**config.mk**
```make
export PLATFORM = sky130hd
export DESIGN_NAME = counting_seq_gen
export DESIGN_NICKNAME = d
export VERILOG_FILES = /design/src/rtl/counting_pkg.sv /design/src/rtl/seq_len_counter.sv /design/src/rtl/counting_seq_gen.sv
export SDC_FILE = /design/constraint.sdc
export NUM_CORES = 1
export LEC_CHECK = 0
export CORE_ASPECT_RATIO = 1.2
export CORE_MARGIN = 5
export CORE_UTILIZATION = 39
export DETAILED_ROUTE_END_ITERATION = 7
export GPL_ROUTABILITY_DRIVEN = 0
export GPL_TIMING_DRIVEN = 0
export PLACE_DENSITY = 0.6
export SLEW_MARGIN = 20
export SYNTH_ARGS = -nofsm -noshare
export SYNTH_HDL_FRONTEND = slang
export SYNTH_SLANG_ARGS = --single-unit
```
**constraint.sdc**
```tcl
create_clock -name clk -period 3.07 [get_ports clk]
set_clock_uncertainty 0.1 [all_clocks]
set_input_delay 0.307 -clock clk [delete_from_list [all_inputs] [get_ports clk]]
set_output_delay 0.307 -clock clk [all_outputs]
set_load 0.05 [all_outputs]
```
**src/rtl/counting_pkg.sv**
```systemverilog
// ---------------------------------------------------------------------------
// counting_pkg
// Shared constants for the 2-bit symbol counting datapath. The symbol
// constants are common to the sequence generator and its paired detector;
// the state encoding and helpers belong to the generator.
// No ports (package).
// ---------------------------------------------------------------------------
package counting_pkg;

  // Symbol alphabet carried on num[1:0]
  localparam logic [1:0] SYM_IDLE = 2'b00;
  localparam logic [1:0] SYM_HEAD = 2'b01;
  localparam logic [1:0] SYM_MID  = 2'b10;
  localparam logic [1:0] SYM_END  = 2'b11;

  // Generator state encoding
  localparam logic [2:0] ST_IDLE = 3'd0;
  localparam logic [2:0] ST_HEAD = 3'd1;
  localparam logic [2:0] ST_RUN2 = 3'd2;
  localparam logic [2:0] ST_RUN3 = 3'd3;
  localparam logic [2:0] ST_TAIL = 3'd4;

  // Symbol emitted while the generator sits in a given state
  function automatic logic [1:0] state_sym(input logic [2:0] st);
    logic [1:0] sym;
    case (st)
      ST_HEAD: sym = SYM_HEAD;
      ST_RUN2: sym = SYM_MID;
      ST_RUN3: sym = SYM_END;
      default: sym = SYM_IDLE;
    endcase
    return sym;
  endfunction

  // States whose symbol is part of the frame proper (terminator excluded)
  function automatic logic is_frame_state(input logic [2:0] st);
    return (st == ST_HEAD) || (st == ST_RUN2) || (st == ST_RUN3);
  endfunction

endpackage

```
**src/rtl/seq_len_counter.sv**
```systemverilog
// ---------------------------------------------------------------------------
// seq_len_counter
// Loadable CNT_W-bit down-counter used to time the 10 and 11 runs.
// Ports:
//   clk      in   clock, rising edge
//   reset    in   asynchronous active-high reset (count -> 0)
//   load     in   load load_val this cycle (priority over en)
//   load_val in   value to load
//   en       in   decrement this cycle
//   zero     out  count is zero
// ---------------------------------------------------------------------------
module seq_len_counter #(
  parameter int CNT_W = 4
) (
  input  logic             clk,
  input  logic             reset,
  input  logic             load,
  input  logic [CNT_W-1:0] load_val,
  input  logic             en,
  output logic             zero
);

  logic [CNT_W-1:0] count_q;
  logic [CNT_W-1:0] count_d;

  // The FSM never decrements at zero, so no wrap guard is needed here.
  always_comb begin
    count_d = count_q;
    if (load) begin
      count_d = load_val;
    end else if (en) begin
      count_d = count_q - {{(CNT_W-1){1'b0}}, 1'b1};
    end
  end

  always_ff @(posedge clk or posedge reset) begin
    if (reset) begin
      count_q <= '0;
    end else begin
      count_q <= count_d;
    end
  end

  assign zero = (count_q == '0);

endmodule

```
**src/rtl/counting_seq_gen.sv**
```systemverilog
// ---------------------------------------------------------------------------
// counting_seq_gen
// Frame source for the 2-bit symbol sequence detector. On an accepted start
// it emits 01, len2 x 10, len3 x 11 and a single 00 terminator on num.
// Ports:
//   clk    in   clock, rising edge
//   reset  in   asynchronous active-high reset, back to IDLE immediately
//   start  in   frame request, honoured only while ready=1
//   len2   in   number of 10 symbols (0 behaves as 1), sampled at accept
//   len3   in   number of 11 symbols (0 behaves as 1), sampled at accept
//   hold   in   stall: freezes state, counter and num for the cycle
//   ready  out  idle and able to accept start
//   num    out  registered symbol stream
//   valid  out  num is a frame symbol presented after a non-held edge
//   done   out  one-cycle pulse with the 00 terminator
// ---------------------------------------------------------------------------
module counting_seq_gen
  import counting_pkg::*;
#(
  parameter int CNT_W = 4
) (
  input  logic             clk,
  input  logic             reset,
  input  logic             start,
  input  logic [CNT_W-1:0] len2,
  input  logic [CNT_W-1:0] len3,
  input  logic             hold,
  output logic             ready,
  output logic [1:0]       num,
  output logic             valid,
  output logic             done
);

  // A zero length still yields one symbol, so the counter reload is len-1
  // with zero clamped to zero.
  function automatic logic [CNT_W-1:0] len_m1(input logic [CNT_W-1:0] len);
    return (len == '0) ? '0 : (len - {{(CNT_W-1){1'b0}}, 1'b1});
  endfunction

  logic [2:0]       state_q, state_d;
  logic [1:0]       num_q, num_d;
  logic             valid_q, valid_d;
  logic             done_q, done_d;
  logic             ready_q, ready_d;
  logic [CNT_W-1:0] len3_q, len3_d;

  logic             cnt_load;
  logic [CNT_W-1:0] cnt_load_val;
  logic             cnt_en;
  logic             cnt_zero;

  seq_len_counter #(.CNT_W(CNT_W)) u_cnt (
    .clk      (clk),
    .reset    (reset),
    .load     (cnt_load),
    .load_val (cnt_load_val),
    .en       (cnt_en),
    .zero     (cnt_zero)
  );

  always_comb begin
    state_d      = state_q;
    num_d        = num_q;
    valid_d      = 1'b0;
    done_d       = 1'b0;
    ready_d      = 1'b0;
    len3_d       = len3_q;
    cnt_load     = 1'b0;
    cnt_load_val = len_m1(len2);
    cnt_en       = 1'b0;

    // Under hold everything freezes and valid/done/ready drop to 0.
    if (!hold) begin
      case (state_q)
        ST_IDLE: begin
          if (start && ready_q) begin
            state_d  = ST_HEAD;
            cnt_load = 1'b1;
            len3_d   = len_m1(len3);
          end
        end
        ST_HEAD: state_d = ST_RUN2;
        ST_RUN2: begin
          if (cnt_zero) begin
            state_d      = ST_RUN3;
            cnt_load     = 1'b1;
            cnt_load_val = len3_q;
          end else begin
            cnt_en = 1'b1;
          end
        end
        ST_RUN3: begin
          if (cnt_zero) begin
            state_d = ST_TAIL;
          end else begin
            cnt_en = 1'b1;
          end
        end
        ST_TAIL: begin
          // done_q=0 here means the pulse was suppressed by a hold; stay one
          // more cycle so the terminator is presented again with done.
          if (done_q) begin
            state_d = ST_IDLE;
          end
        end
        default: state_d = ST_IDLE;
      endcase

      num_d   = state_sym(state_d);
      valid_d = is_frame_state(state_d);
      done_d  = (state_d == ST_TAIL);
      ready_d = (state_d == ST_IDLE);
    end
  end

  always_ff @(posedge clk or posedge reset) begin
    if (reset) begin
      state_q <= ST_IDLE;
      num_q   <= SYM_IDLE;
      valid_q <= 1'b0;
      done_q  <= 1'b0;
      ready_q <= 1'b1;
      len3_q  <= '0;
    end else begin
      state_q <= state_d;
      num_q   <= num_d;
      valid_q <= valid_d;
      done_q  <= done_d;
      ready_q <= ready_d;
      len3_q  <= len3_d;
    end
  end

  assign ready = ready_q;
  assign num   = num_q;
  assign valid = valid_q;
  assign done  = done_q;

endmodule

```
==> results_dict.tcl <==
set metrics [dict create \
    route.detailed.drc 0 \
    worst_slack_ns 0.968 \
    cp_data_arrival_time_ns 2.18 \
    power.leakage_nw 0.508 \
    portBuffers 16 \
    ys_warn_count 0 \
    yosysUniqueCellTypes 44 \
    clock_path_buffers 2 \
    r2r_setup_slack_ns 0.97 \
    drive_gt1_share_pct 13.6 \
    max-cap-violations 0 \
    status "completed" \
    synth.cell_area_sq_um 973 \
    cts_buffers 3 \
    hold_buffers 0 \
    grt_max_degree 17 \
    dp_hpwl_mm 1.63 \
    final_area_sq_um 1210 \
    start_util_pct 41.4 \
    syn_inst 112 \
    r2r_cells 7 \
    clkTransAtPathRegs_ns 0.09 \
    clock_latency_ns 0.28 \
    crit_buf_inv 1 \
    routedWlPerCell_um 12.6 \
    post-cts-setup-buffers 0 \
    rows 19 \
    yosys.area.top_type "dfrtp_1" \
    total_power_mw 1.03 \
    hold_class "in -> async" \
    firstDrtPassIters 2 \
    htree_levels 1 \
    powerDensity_nw_per_um2 855 \
    cts_resized 0 \
    cts_tree "yes" \
    synth_edf_count 0 \
    dp_slack_ns 0.790 \
    hold_viol_final 0 \
    fp.dieW_um 55.6 \
    fin_setup_tns_ns 0 \
    grt_pass1_vias 841 \
    synth-async-reset-ratio_pct 100 \
    required_ns 3.15 \
    endpoint_kind "flop" \
    synth_area_leaders "dfrtp_1 39%, o21ai_0 5.1%, nand2_1 5.0%" \
    synth-main-ff-cell "dfrtp_1" \
    layout_min_cycle_time_ns 2.10 \
    cp-start-kind "flop" \
    finish.utilization_pct 51.4 \
    antenna_found_initial 0 \
    setup_viol 0 \
    die_height_um 64.7 \
    slowest_delay_ns 0.41 \
    whs_ns 0.273 \
    instances_no_fill 163 \
    routed_wl_mm 2.05 \
    io_pins 17 \
    grt_usage_pct 12.3 \
    cpMaxStageDelayCell "dfrtp_1" \
    synth-seq-cells 16 \
    syn_nets 125 \
    fmax_ghz 0.476 \
    rsz0062_at_grt "false" \
    clock_sinks 16 \
    ys_seq_area_share_pct 41.3 \
    r2r_start "u_cnt.count_q[0]$_DFFE_PP0P_" \
    fin_nets 146 \
    place_inst 159 \
    ir_drop_mv 0.395 \
    path_cells "inv_1, ha_1, nand4bb_1, nor3_2, nor2_2, a221o_1, mux2_2" \
    fin_crit_sh_pct 68.5 \
    vias_per_cell 5.41 \
    dpl-instance-area_sq_um 1170 \
    drv_slew 0 \
    layout-area-overhead-vs-synth_pct 24.2 \
    critPathTopFamily "simple AND/OR/NAND/NOR gates" \
    overflow 0 \
    diodes 0 \
    dieArea_sq_um 3600 \
    rr_endpoint "u_cnt.count_q[0]$_DFFE_PP0P_" \
    cts_root_buf "clkbuf_4" \
    coreArea_sq_um 2350 \
    max_slew.worst_pin.slew_ns 0.586 \
    via_count 882 \
    synth_area_per_cell_sq_um 8.69 \
    drt-initial-drc-count 14 \
    postRouteAntennaNets 0 \
    relSlewSlack_pct 60.9 \
    yosysTopAreaCellShare_pct 38.6 \
    critPathKind "reg -> reg" \
    cp_max_fo 5 \
    grt_pass1_wl_mm 3.51 \
]
[where the power goes]
part | total [mW] | switching (mW) | internal [mW]
clock network | 0.136 | 0.0637 | 0.0722
logic | 0.530 | 0.308 | 0.222
registers | 0.368 | 0.0659 | 0.302
[Yosys cell counts (2+ instances only)]
| library cell | n |
|---|---|
| o31ai_1 | 2 |
| nor2_1 | 13 |
| nor3_2 | 2 |
| dfrtp_1 | 15 |
| nor3_1 | 4 |
| nand2_1 | 13 |
| clkbuf_1 | 2 |
| nand3_1 | 2 |
| o21ai_0 | 10 |
| inv_1 | 6 |
| a221oi_1 | 2 |
| buf_6 | 2 |
| a21oi_1 | 8 |
[worst max path at each step]
stage / endpoint / cells after the start / start
after floorplan: u_cnt.count_q[0]$_DFFE_PP0P_ / 5 / ready$_DFF_PP1_
after global placement: u_cnt.count_q[0]$_DFFE_PP0P_ / 6 / hold
after detailed placement: u_cnt.count_q[0]$_DFFE_PP0P_ / 6 / hold
after CTS: u_cnt.count_q[0]$_DFFE_PP0P_ / 7 / u_cnt.count_q[0]$_DFFE_PP0P_
after global routing: u_cnt.count_q[0]$_DFFE_PP0P_ / 7 / u_cnt.count_q[0]$_DFFE_PP0P_
final: u_cnt.count_q[0]$_DFFE_PP0P_ / 7 / u_cnt.count_q[0]$_DFFE_PP0P_
[sequential cells by signal (all words and copies together), names as in the netlist]
register / cells
state_q: 3
valid: 1
done: 1
u_cnt.count_q: 4
len3_q: 4
num: 2
ready: 1
[placed cells by master (no fill, tap or decap), types with 2 or more instances in the layout]
master           instances
o21ai_0                 10
nor3_2                   2
buf_6                    2
nand3_1                  2
clkbuf_1                 2
clkbuf_4                 3
o31ai_1                  2
nor3_1                   4
a21oi_1                  8
a221oi_1                 2
clkdlybuf4s50_1         16
dfrtp_1                 15
nor2_1                  13
inv_1                    6
nand2_1                 13
[routing by layer]
metal | wire [um] | global-route usage [%] | vias to the layer above | share of wire, %
met5 | 0 | 0 | - | 0
met4 | 51 | 7.29 | 0 | 2.5
met3 | 95 | 2.58 | 6 | 4.6
met2 | 1030 | 23.4 | 17 | 50
met1 | 871 | 12.2 | 408 | 42
li1 | - | - | 451 | -
[layout make-up]
type	count	area, sq um
plain buffers	5	35.0
well taps	31	38.8
inverters	6	22.5
repair buffers	16	160
flip-flops and latches	16	402
clock buffers	4	36.3
fillers	226	1140
multi-input cells	85	514
[logic make-up (layout without fill, tap and decap cells)]
group / Yosys count / after routing / share of synthesized area (%)
AO/OA/AOI/OAI: 35 / 35 / 23.7
flip-flops: 16 / 16 / 41.3
multiplexers: 1 / 1 / 1.16
buffers and inverters: 11 / 31 / 5.91
AND/OR/NAND/NOR: 48 / 48 / 26.7
adder cells (fa/ha/maj): 1 / 1 / 1.29
No activity file was read; power rests on OpenSTA's default activity.
